**config.mk**
```make
export PLATFORM = sky130hd
export DESIGN_NAME = conv_encoder
export DESIGN_NICKNAME = d
export VERILOG_FILES = /design/src/rtl/conv_encoder.sv
export SDC_FILE = /design/constraint.sdc
export NUM_CORES = 1
export LEC_CHECK = 0
export BUFFER_PORTS_ARGS = -buffer_cell sky130_fd_sc_hd__buf_2
export CELL_PAD_IN_SITES_DETAIL_PLACEMENT = 0
export CELL_PAD_IN_SITES_GLOBAL_PLACEMENT = 1
export CORE_MARGIN = 4
export CORE_UTILIZATION = 48
export CTS_BUF_LIST = sky130_fd_sc_hd__clkbuf_2 sky130_fd_sc_hd__clkbuf_4 sky130_fd_sc_hd__clkbuf_8
export DETAILED_ROUTE_END_ITERATION = 8
export PLACE_DENSITY = 0.87
export SLEW_MARGIN = 15
export SYNTH_ARGS = -nofsm -noshare
export SYNTH_HDL_FRONTEND = slang
export SYNTH_SLANG_ARGS = --single-unit
```
**constraint.sdc**
```tcl
create_clock -name clk -period 2.2 [get_ports clk]
set_input_delay 0.11 -clock clk [delete_from_list [all_inputs] [get_ports clk]]
set_output_delay 0.11 -clock clk [all_outputs]
set_load 0.01 [all_outputs]
```
**src/rtl/conv_encoder.sv**
```systemverilog
// Rate-1/2, K=3 convolutional encoder with zero-tail termination.
// Information bits arrive serially; each terminated block of coded pairs
// is packed MSB-first into one parallel word and flagged with a one-cycle
// strobe for the downstream interleaver.
module conv_encoder #(
    parameter int         INFO_BITS = 12,
    parameter logic [2:0] G0        = 3'b111,
    parameter logic [2:0] G1        = 3'b101
) (
    input  logic                         clk,
    input  logic                         rst,
    input  logic                         en,
    input  logic                         din,
    output logic                         ready,
    output logic                         en_out,
    output logic [2*(INFO_BITS+2)-1:0]   data_out
);

    // Coded block width: two code bits per information bit plus two tail bits.
    localparam int BLK   = 2 * (INFO_BITS + 2);
    // Number of coded pairs per block (information pairs plus tail pairs).
    localparam int NPAIR = INFO_BITS + 2;
    // Pair counter must reach INFO_BITS+1 during the second flush cycle.
    localparam int PW    = $clog2(NPAIR + 1);

    localparam logic [PW-1:0] LAST_INFO = PW'(INFO_BITS - 1);
    localparam logic [PW-1:0] CNT_ONE   = PW'(1);

    typedef enum logic [1:0] {
        LOAD   = 2'd0,
        FLUSH1 = 2'd1,
        FLUSH2 = 2'd2
    } state_t;

    state_t           state_q;
    logic [PW-1:0]    cnt_q;      // index of the pair being written
    logic [1:0]       sreg_q;     // {s1, s0}, s1 is the most recent bit
    logic [BLK-1:0]   buf_q;      // partial block under construction
    logic [BLK-1:0]   data_q;     // last completed codeword
    logic             en_out_q;
    logic             ready_q;

    logic             bit_d;      // bit entering the trellis this cycle
    logic [2:0]       win_d;      // encoder window {b, s1, s0}
    logic             c0_d;
    logic             c1_d;
    logic [BLK-1:0]   buf_d;      // build buffer with the current pair inserted

    // Modulo-2 inner product of the encoder window with a generator.
    function automatic logic parity_tap(input logic [2:0] w, input logic [2:0] g);
        return ^(w & g);
    endfunction

    // Tail cycles feed zeros into the trellis; loading feeds the input bit.
    always_comb begin
        bit_d = 1'b0;
        if (state_q == LOAD) begin
            bit_d = din;
        end
    end

    assign win_d = {bit_d, sreg_q};
    assign c0_d  = parity_tap(win_d, G0);
    assign c1_d  = parity_tap(win_d, G1);

    // Drop the current coded pair into its MSB-first slot of the block.
    always_comb begin
        buf_d = buf_q;
        for (int p = 0; p < NPAIR; p++) begin
            if (cnt_q == PW'(p)) begin
                buf_d[BLK-1-2*p] = c0_d;
                buf_d[BLK-2-2*p] = c1_d;
            end
        end
    end

    // Block sequencer: load info bits, run two tail cycles, publish the word.
    always_ff @(posedge clk or negedge rst) begin
        if (!rst) begin
            state_q  <= LOAD;
            cnt_q    <= '0;
            sreg_q   <= '0;
            buf_q    <= '0;
            data_q   <= '0;
            en_out_q <= 1'b0;
            ready_q  <= 1'b1;
        end else begin
            en_out_q <= 1'b0;
            case (state_q)
                LOAD: begin
                    if (en && ready_q) begin
                        buf_q  <= buf_d;
                        sreg_q <= {din, sreg_q[1]};
                        cnt_q  <= cnt_q + CNT_ONE;
                        if (cnt_q == LAST_INFO) begin
                            state_q <= FLUSH1;
                            ready_q <= 1'b0;
                        end
                    end
                end
                FLUSH1: begin
                    buf_q   <= buf_d;
                    sreg_q  <= {1'b0, sreg_q[1]};
                    cnt_q   <= cnt_q + CNT_ONE;
                    state_q <= FLUSH2;
                end
                FLUSH2: begin
                    // The final tail pair goes straight into the output word.
                    buf_q    <= buf_d;
                    data_q   <= buf_d;
                    en_out_q <= 1'b1;
                    sreg_q   <= '0;
                    cnt_q    <= '0;
                    state_q  <= LOAD;
                    ready_q  <= 1'b1;
                end
                default: begin
                    sreg_q  <= '0;
                    cnt_q   <= '0;
                    state_q <= LOAD;
                    ready_q <= 1'b1;
                end
            endcase
        end
    end

    assign ready    = ready_q;
    assign en_out   = en_out_q;
    assign data_out = data_q;

endmodule
```
# ---- Yosys cells after proc, flatten, opt, wreduce, memory -nomap -nowiden
# Index checks and enable logic that the tools add are counted.
dict set report word_totals {
  wordCells 64
  in_bits 4
  out_inout_bits 30
  ff_bits 66
}
dict set report classes {
  bitwise 1
  mux 28
  reduce_logical 10
  n_addsub 1
  n_eq_ne 17
}
# op count
set op_table {}
lappend op_table {{28-bit one-hot mux with 2 select lines} 1}
lappend op_table {{2-bit two-way mux} 17}
lappend op_table {{28-bit two-way mux} 1}
lappend op_table {{4-bit equality test (second input constant)} 6}
lappend op_table {{4-bit by 3-bit equality test with 1-bit output (second input constant)} 4}
lappend op_table {{4-bit by 2-bit equality test with 1-bit output (second input constant)} 2}
lappend op_table {{2-bit one-hot mux with 2 select lines} 2}
lappend op_table {{4-bit one-hot mux with 2 select lines} 1}
lappend op_table {{3-bit XOR reduction} 2}
lappend op_table {{4-bit by 1-bit adder with 4-bit output (second input constant)} 1}
lappend op_table {{4-bit by 1-bit equality test with 1-bit output (second input constant)} 1}
lappend op_table {{4-bit zero test} 1}
lappend op_table {{1-bit two-way mux} 4}
lappend op_table {{4-bit two-way mux} 1}
lappend op_table {{2-bit by 1-bit != test with 1-bit output (second input constant)} 2}
lappend op_table {{2-bit AND reduction} 2}
lappend op_table {{3-bit AND reduction} 1}
lappend op_table {{2-bit by 1-bit equality test with 1-bit output (second input constant)} 1}
lappend op_table {{2-bit equality test (second input constant)} 1}
lappend op_table {{2-bit zero test} 1}
lappend op_table {{1-bit one-hot mux with 2 select lines} 1}
lappend op_table {{2-bit nonzero test} 1}
lappend op_table {{2-bit OR reduction} 1}
lappend op_table {{1-bit logical AND} 1}
lappend op_table {{1-bit inverter} 1}

# ---- Logic depth before layout (Yosys ltp)
# Gate-level depths: netlist of the first run.
dict set report logic_depth {
  depth_word 6
  mapped_depth 7
  ltp_nobuf 5
}

# ---- Worst setup path before layout of the first run
# OpenSTA, ideal clock, no wires.
dict set report synth_path {
  kind {register to register}
  from {register state_q[0]}
  to {register buf_q[24]}
  t_arrival_ps 1519
  synth_period_minus_slack_ps 1644
  path_stages_with_launch 7
  setup_slack_ps 556
  path_cell_list {dfrtp_1 > buf_6 > a21oi_1 > mux2i_4 > buf_4 > nand3_1 > mux2_2}
}
dict set report synth_between {
  elab_chain_len 6
}
# element line
set synth_lines {}
lappend synth_lines {{from (decl)} 35} ;# state_t state_q;
lappend synth_lines {{from (signal assigned)} 80} ;# state_q <= LOAD;
lappend synth_lines {{from (signal assigned)} 96} ;# state_q <= FLUSH1;
lappend synth_lines {{from (signal assigned)} 105} ;# state_q <= FLUSH2;
lappend synth_lines {{2-bit zero test} {57, 89}}
lappend synth_lines {{1-bit two-way mux} 57} ;# if (state_q == LOAD) begin
lappend synth_lines {{3-bit XOR reduction} 51} ;# return ^(w & g);
lappend synth_lines {{2-bit two-way mux} 70} ;# if (cnt_q == PW'(p)) begin
lappend synth_lines {{28-bit two-way mux} 91} ;# if (en && ready_q) begin
lappend synth_lines {{28-bit one-hot mux with 2 select lines} 89} ;# case (state_q)
lappend synth_lines {{to (signal assigned)} 92} ;# buf_q <= buf_d;
lappend synth_lines {{to (signal assigned)} 102} ;# buf_q <= buf_d;
lappend synth_lines {{to (signal assigned)} 109} ;# buf_q <= buf_d;
lappend synth_lines {{to (decl)} 38} ;# logic [BLK-1:0] buf_q;
# Several ways; a longest one is shown, not always the timed one. The select of a mux whose other input is x is not followed.
# A chain may end at the register's enable or synchronous reset.

# ---- Worst setup path in the final report of the first run
dict set report layout_path {
  from {register state_q[0]}
  to {register buf_q[7]}
}
# The elaborated chain is that of the path after synthesis.

==> out/results.txt, run 1 <==
Status: finished clean
Critical Path AT: 2.17 ns
Synth cell types: 30
Most frequently used flop master after synthesis: dfrtp_1
Leakage: 1.84 nW
Clk network pwr share: 0.484
Gpl congestion: 0.802
# H-tree levels: 3
Hold Crit Depth: 3
# DRC: 0
Worst Path Required: 2.47 ns
Vias in the first global route: 2151
Period utilization: 0.863
Int Pwr: 1.95 mW
Root buf cell: clkbuf_8
Post-synth EDFFs: 0
Post-CTS Setup Inserts: 0
I/O Buffers: 33
HPWL Detailed: 4210 µm
Initial Utilization: 0.501
CTS Buf Count: 9
Num Clock Sinks: 66
# nets final: 327
Final hold viol count: 0
Sequence of cells on the critical path: nor3b_4, xnor2_1, mux2_2
Die Span Y: 87.3 µm
Std-Cell Core Area: 6030 µm²
VDD IR-drop max: 320 µV
Routed wire per std cell: 15.3 µm
Async SR Flop Fraction: 1.00
Die area: 7620 µm²
GRT Resource Usage Total: 0.182
Critical Path Sink Type: flop
Area of the multi-input gates: 1250 µm²
Synth Warn #: 0
Resized cells post-CTS: 0
Slack of the critical path: 0.300 ns
Worst-Margin Slew: 1.09 ns
Fillers: 516
Sw Pwr: 0.493 mW
Post-Syn Nets: 287
RSZ-0062 raised after global routing: false
Slowest-stage cell, CP: xnor2_1
Total grt overflow: 0
CTS Hold Bufs: 1
Maxcap violations: 0
Boundary pin count: 34
Routed vias: 2149
DRT iter0 DRCs: 78
Final non-filler cell total: 399
P per Cell Area: 693 nW/µm²
Layout area overhead: 16.9%
Fin Setup TNS: 0 ns
WS Path Type: flop to flop
CP max FO: 14
N_diodes: 0
Overall power: 2.45 mW
Logic pwr share: 0.020
Dpl cells: 382
Initial antenna violation count: 0
Hold crit path type: primary input to flop
R2R depth: 3
Synth Area per Inst: 10.8 µm²
Synthesized cell area: 3020 µm²
Worst-Skew Late Latency: 0.35 ns
Layout cell share with drive strength beyond 1: 0.296
Worst-case clock buffer depth: 2
Register area share after synthesis: 0.547
FP Rows: 28
Reg area: 1650 µm²
CTS tree: yes
Post-route ant nets: 0
Final setup vio count: 0
Synthesized flop and latch total: 66
Mapped Cells: 279
Die Width: 87.3 µm
Reg power frac: 0.496
Critical Path Max Stage Delay: 0.88 ns
Largest net degree at the start of global routing: 34
Routed WL: 6110 µm
CP Launch Type: flop
Slew margin rel.: 0.266
Final max-slew violation count: 0
Worst Clk Skew: 0.0115 ns
Max Fclk: 526 MHz
Worst-path clk slew: 0.07 ns
Period minus WS final: 1.90 ns
Sw Share: 0.202
Via density: 5.39
First-pass DRT Iterations: 4
Global-route wire length before repair: 10600 µm
Worst slack, placed: 0.313 ns
-- final cells by class --
type / count / area share
inverters: 3 / 0.00319
repair buffers: 49 / 0.0815
clock buffers: 12 / 0.0468
multi-input cells: 190 / 0.353
well taps: 75 / 0.0266
clock inverters: 4 / 0.0206
flip-flops and latches: 66 / 0.468
-- worst paths after layout --
| kind | from | end | slack [ns] |
|---|---|---|---|
| max | state_q[0] | buf_q[7] | 0.30 |
| min | din | sreg_q[1] | 0.1 |
| max reg2reg | state_q[0] | buf_q[7] | 0.30 |
| min reg2reg | data_out[27] | data_out[27] | 0.47 |
| max in group asynchronous | rst | ready | 1.54 |
| min in group asynchronous | rst | data_out[4] | 0.33 |
-- worst max-delay path: cells and delay by family, from the launching register on --
| family | cells | cell delay, ns |
|---|---|---|
| xor+xnor | 1 | 0.88 |
| mux | 1 | 0.32 |
| simple gates | 1 | 0.09 |
| flops | 1 | 0.54 |
-- sequential cells by signal, summed over array words and instances (netlist names) --
| signal | count |
|---|---|
| ready | 1 |
| state_q | 2 |
| data_out | 28 |
| cnt_q | 4 |
| en_out | 1 |
| sreg_q | 2 |
| buf_q | 28 |
-- layout by cell type, fill, tap and decap left out, drive strengths merged, types with 2 or more instances in the layout --
cell type / Yosys / routed
mux2: 28 / 28
clkbuf: 10 / 12
a21o: 2 / 2
nor2b: 3 / 3
o21ai: 14 / 14
a221o: 2 / 2
nand2: 50 / 50
ha: 4 / 4
inv: 3 / 3
buf: 10 / 48
dfrtp: 65 / 65
and3: 2 / 2
xor2: 3 / 3
mux2i: 16 / 16
xnor2: 2 / 2
nor2: 6 / 6
bufinv: 0 / 2
a21oi: 4 / 4
nand3: 48 / 48
-- power by group through the flow --
stage	combinational, mW	clock (mW)	sequential, mW
floorplan	0.0159	0	1.24
global placement	0.0502	0	1.24
detailed placement	0.0516	0	1.24
CTS	0.0529	1.21	1.21
global route	0.0587	1.27	1.21
finish	0.0501	1.18	1.21
-- cell usage after synthesis, types with 4 or more instances --
cell / count / area [µm²]
nand3_1: 48 / 240
a21oi_1: 4 / 20.0
o21ai_0: 8 / 40.0
o21ai_1: 6 / 30.0
mux2i_1: 15 / 150
mux2_2: 28 / 315
clkbuf_1: 10 / 37.5
dfrtp_1: 65 / 1630
nor2_1: 6 / 22.5
buf_2: 5 / 25.0
ha_1: 4 / 50.1
nand2_1: 50 / 188
-- stage by stage --
stage / utilization / instance area [µm²] / hold slack, ns
finish: 0.586 / 3530 / 0.0973
global route: 0.586 / 3530 / 0.124
CTS: 0.586 / 3530 / 0.0816
detailed placement: 0.545 / 3280 / 0.185
global placement: 0.545 / 3280 / 0.182
floorplan: - / 3020 / -0.186
-- metal layers --
| metal | wire [µm] | track usage |
|---|---|---|
| met3 | 293 | 0.0435 |
| met5 | 0 | 0 |
| met2 | 2900 | 0.283 |
| met4 | 83 | 0.0809 |
| met1 | 2830 | 0.243 |
-- cell families (layout without fill, tap and decap cells) --
logic type,Yosys count,after routing,synth area share
xor gates and xnor gates,5,5,0.0170
DFF,66,66,0.547
muxes,44,44,0.162
buffers and inverters,23,68,0.0394
adders and majority gates,4,4,0.0166
and+or+nand+nor,115,115,0.177
AOI/OAI and AO/OA,22,22,0.0414
Power figures use the tool's default switching activity.
==> inputs of run 2 (changes only) <==
--- a/config.mk
+++ b/config.mk
@@ -8,11 +8,11 @@
 export BUFFER_PORTS_ARGS = -buffer_cell sky130_fd_sc_hd__buf_2
 export CELL_PAD_IN_SITES_DETAIL_PLACEMENT = 0
 export CELL_PAD_IN_SITES_GLOBAL_PLACEMENT = 1
-export CORE_MARGIN = 4
-export CORE_UTILIZATION = 48
+export CORE_MARGIN = 5
+export CORE_UTILIZATION = 42
 export CTS_BUF_LIST = sky130_fd_sc_hd__clkbuf_2 sky130_fd_sc_hd__clkbuf_4 sky130_fd_sc_hd__clkbuf_8
 export DETAILED_ROUTE_END_ITERATION = 8
-export PLACE_DENSITY = 0.87
+export PLACE_DENSITY = 0.78
 export SLEW_MARGIN = 15
 export SYNTH_ARGS = -nofsm -noshare
 export SYNTH_HDL_FRONTEND = slang
==> run 2 against run 1 <==
Utilization fell by 9.4 points. Combinational power rose by 11%. Critical path type unchanged. Worst setup slack improved by 0.047 ns. Die area rose by 18%. Flip-flop and latch count did not move. Wire length rose by 9.9%. Largest cell class unchanged. Highest routed layer unchanged.
==> out/results.txt, run 2 (same netlist as run 1, synthesis figures left out) <==
Slew margin rel.: 0.473
Num Clock Sinks: 66
CP max FO: 14
Slowest-stage cell, CP: dfrtp_1
Gpl congestion: 0.758
CP Launch Type: flop
Final instance area: 3510 µm²
Sw Pwr: 0.479 mW
Reg power frac: 0.557
Layout cell share with drive strength beyond 1: 0.296
Dpl cells: 406
Boundary pin count: 34
Placement Cell Area: 3330 µm²
GRT Resource Usage Total: 0.173
HPWL Detailed: 4630 µm
CP bufs+invs: 0
Most common cell after layout, fill and taps aside: dfrtp_1
Total grt overflow: 0
Worst Path Required: 2.42 ns
Routed wire per std cell: 15.9 µm
# DRC: 0
Final hold viol count: 0
Die Span Y: 94.8 µm
Worst-Skew Late Latency: 0.34 ns
First-pass DRT Iterations: 5
Overall power: 2.18 mW
Die Width: 94.8 µm
VDD IR-drop max: 354 µV
Root buf cell: clkbuf_8
Largest net degree at the start of global routing: 30
Logic pwr share: 0.025
Worst slack, placed: 0.339 ns
P per Cell Area: 621 nW/µm²
Final max-slew violation count: 0
Final core area utilization: 0.492
Initial Utilization: 0.423
Maxcap violations: 0
Die area: 8980 µm²
Std-Cell Core Area: 7140 µm²
Most frequent cells in the layout: dfrtp_1, nand2_1, nand3_1
Critical Path Max Stage Delay: 0.55 ns
Critical Path Sink Type: flop
Worst-case clock buffer depth: 2
Initial antenna violation count: 0
Vias in the first global route: 2299
Final setup vio count: 0
Fin Setup TNS: 0 ns
I/O Buffers: 33
CP top delay family: multiplexers
Final non-filler cell total: 423
Period utilization: 0.842
Slack of the critical path: 0.348 ns
FP Rows: 31
RSZ-0062 raised after global routing: false
Critical Path AT: 2.07 ns
Status: finished clean
WS Path Type: flop to flop
Leakage: 1.82 nW
Period minus WS final: 1.85 ns
Via density: 5.19
# nets final: 327
Worst Clk Skew: 0.00579 ns
Hold_ws: 0.0926 ns
Sw Share: 0.220
Routed vias: 2194
Max Fclk: 540 MHz
Routed WL: 6710 µm
CTS tree: yes
Clk network pwr share: 0.418
Worst-Margin Slew: 0.789 ns
Resized cells post-CTS: 0
Worst-path clk slew: 0.07 ns
CTS Buf Count: 9
N_diodes: 0
DRT iter0 DRCs: 102
Post-route ant nets: 0
Sequence of cells on the critical path: a21oi_1, mux2i_4, nand3_1, mux2_2
# H-tree levels: 3
Hold crit path type: primary input to flop
Layout area overhead: 16.3%
Int Pwr: 1.70 mW
Global-route wire length before repair: 11600 µm
==> run 2: path summary, 6_finish.rpt <==
check	cells past startpoint	slack, ns	start	endpoint
setup reg to reg	4	0.35	state_q[0]	buf_q[18]
setup / recovery	4	0.35	state_q[0]	buf_q[18]
hold reg to reg	2	0.48	data_out[19]	data_out[19]
min in group asynchronous	2	0.32	rst	data_out[23]
hold / removal	3	0.09	din	sreg_q[1]
max in group asynchronous	3	1.23	rst	ready
==> run 2: power by group through the flow <==
stage | logic (mW) | registers (mW) | clock network (mW)
4_1_cts | 0.0577 | 1.21 | 0.942
6_report | 0.0554 | 1.21 | 0.911
2_1_floorplan | 0.0159 | 1.24 | 0
5_1_grt | 0.0644 | 1.21 | 0.998
3_3_place_gp | 0.0559 | 1.24 | 0
3_5_place_dp | 0.0565 | 1.24 | 0
==> run 2: area by class of cell <==
type	instances	area [µm²]
clock inverter	3	15.0
sequential	66	1650
inverter	3	11.3
clock buffer	13	160
multi-input combinational	190	1250
fill	687	3630
timing repair buffer	49	300
tap	99	124
==> run 2: tightest hold or removal path, cell delays in order <==
cell and delay (ns):
buf_2 0.11, mux2i_1 0.12, nor3_1 0.06
==> run 2: metal layers <==
layer	global-route usage	wire [µm]	vias to the layer above
met5	0	0	-
met1	0.212	2960	1100
li1	-	-	1040
met2	0.289	3390	45
met3	0.0574	282	9
met4	0.0505	80	0
==> run 2: repair_timing <==
action / 4_1_cts / 5_1_grt
hold endpoints to repair: 24 / 0
buffers inserted: 0 / 0
hold buffers: 1 / 0
==> inputs of run 3 (changes only) <==
==> constraint.sdc (replaced) <==
create_clock -name clk -period 1.9 [get_ports clk]
set_input_delay 0.095 -clock clk [delete_from_list [all_inputs] [get_ports clk]]
set_output_delay 0.095 -clock clk [all_outputs]
set_load 0.01 [all_outputs]
==> run 3 against run 2 <==
Count of clock-buffer cells in the layout is 1 higher. Non-clock buffer count is 5 higher. Via count is 2.5% lower. Critical path depth is 1 lower. Final cell count is 1.2% higher. Total power is 19% higher. Fmax is 4.8% higher. Hold slack worse by 0.019 ns. Clock skew is 0.0012 ns higher. Die area stayed put.
==> out/results.txt, run 3 (same netlist as run 1, synthesis figures left out) <==
Final hold viol count: 0
I/O Buffers: 33
Num Clock Sinks: 66
P per Cell Area: 722 nW/µm²
Via density: 5.00
Layout area overhead: 18.7%
Root buf cell: clkbuf_8
DRT iter0 DRCs: 66
# H-tree levels: 3
Final max-slew violation count: 0
Leakage: 1.86 nW
Max Fclk: 566 MHz
FP Rows: 31
Die area: 8980 µm²
N_diodes: 0
Hold Crit Depth: 3
Largest net degree at the start of global routing: 67
Hold crit path type: primary input to flop
Most common cell after layout, fill and taps aside: dfrtp_1
RSZ-0062 raised after global routing: false
Hold_ws: 0.0735 ns
Gpl congestion: 0.751
Worst-Skew Late Latency: 0.34 ns
Period utilization: 0.930
GRT Resource Usage Total: 0.161
# nets final: 332
WS Path Type: flop to flop
Critical Path Sink Type: flop
R2R depth: 3
Final setup vio count: 0
Worst-path clk slew: 0.07 ns
Routed WL: 6470 µm
CTS tree: yes
Die Span Y: 94.8 µm
Worst r2r dst: buf_q[14]
Layout cell share with drive strength beyond 1: 0.310
Global-route wire length before repair: 11000 µm
Critical R2R Launch: cnt_q[3]
HPWL Detailed: 4400 µm
Critical Path AT: 1.99 ns
Boundary pin count: 34
Fillers: 698
Status: finished clean
First-pass DRT Iterations: 4
Slack of the critical path: 0.133 ns
Worst-case clock buffer depth: 2
Worst-Margin Slew: 0.797 ns
Worst slack, placed: 0.0341 ns
Maxcap violations: 0
# DRC: 0
Reg2reg setup slack: 0.13 ns
Routed wire per std cell: 15.1 µm
Std-Cell Core Area: 7140 µm²
VDD IR-drop max: 442 µV
Worst hold start: en
Hold EP: state_q[0]
Initial antenna violation count: 0
CTS Buf Count: 9
Slew margin rel.: 0.468
Post-route ant nets: 0
Worst Path Required: 2.12 ns
Total grt overflow: 0
Initial Utilization: 0.423
Most frequent cells in the layout: dfrtp_1, nand2_1, nand3_1
Vias in the first global route: 2188
CP max FO: 12
Worst Clk Skew: 0.00701 ns
CP Launch Type: flop
Period minus WS final: 1.77 ns
Fin Setup TNS: 0 ns
Die Width: 94.8 µm
Routed vias: 2139
-- run 3: where the power goes --
part / internal, mW / switching [mW]
sequential: 1.40 / 0
clock: 0.606 / 0.515
combinational: 0.0161 / 0.0447
-- run 3: worst max path at each step --
stage | end | slack, ns | start
floorplan | buf_q[24] | 0.26 | state_q[0]
global placement | buf_q[17] | 0.08 | sreg_q[0]
CTS | buf_q[1] | 0.007 | sreg_q[0]
detailed placement | buf_q[21] | 0.03 | sreg_q[0]
finish | buf_q[14] | 0.13 | cnt_q[3]
global route | data_out[12] | 0.01 | cnt_q[3]
-- run 3: layout make-up --
type / count / area (µm²) / share of cell area
clock buffer: 14 / 180 / 0.0503
clock inverter: 2 / 10.0 / 0.00279
inverter: 3 / 11.3 / 0.00314
multi-input combinational: 190 / 1250 / 0.350
sequential: 66 / 1650 / 0.461
tap: 99 / 124 / 0.0346
timing repair buffer: 54 / 350 / 0.0978
-- run 3: timing repair --
| item | 4_1_cts | 5_1_grt |
|---|---|---|
| hold buffers | 1 | 0 |
| hold endpoints to repair | 65 | 0 |
| gates resized for setup | 0 | 1 |
| setup buffers | 0 | 0 |
| endpoints found under the setup margin | 0 | 14 |
-- run 3: stage by stage --
step                       util  area, µm²  power, mW  cells
after floorplan               -       3020       1.45    279
final                     0.502       3580       2.59    428
after CTS                 0.501       3580       2.62    428
after detailed placement  0.473       3380       1.49    411
after global routing      0.502       3580       2.69    428
after global placement    0.473       3380       1.49    411
-- run 3: per-layer routing --
| metal | vias up | track usage | share of wire |
|---|---|---|---|
| met3 | 9 | 0.0446 | 0.044 |
| met1 | 1038 | 0.207 | 0.46 |
| met2 | 45 | 0.260 | 0.49 |
| met5 | - | 0 | 0 |
| met4 | 0 | 0.0613 | 0.015 |
| li1 | 1047 | - | - |
-- run 3: critical path: stages (launching register included) --
cell     delay, ns
dfrtp_1       0.44
nor2b_1       0.65
nand3_1       0.23
mux2_2        0.32
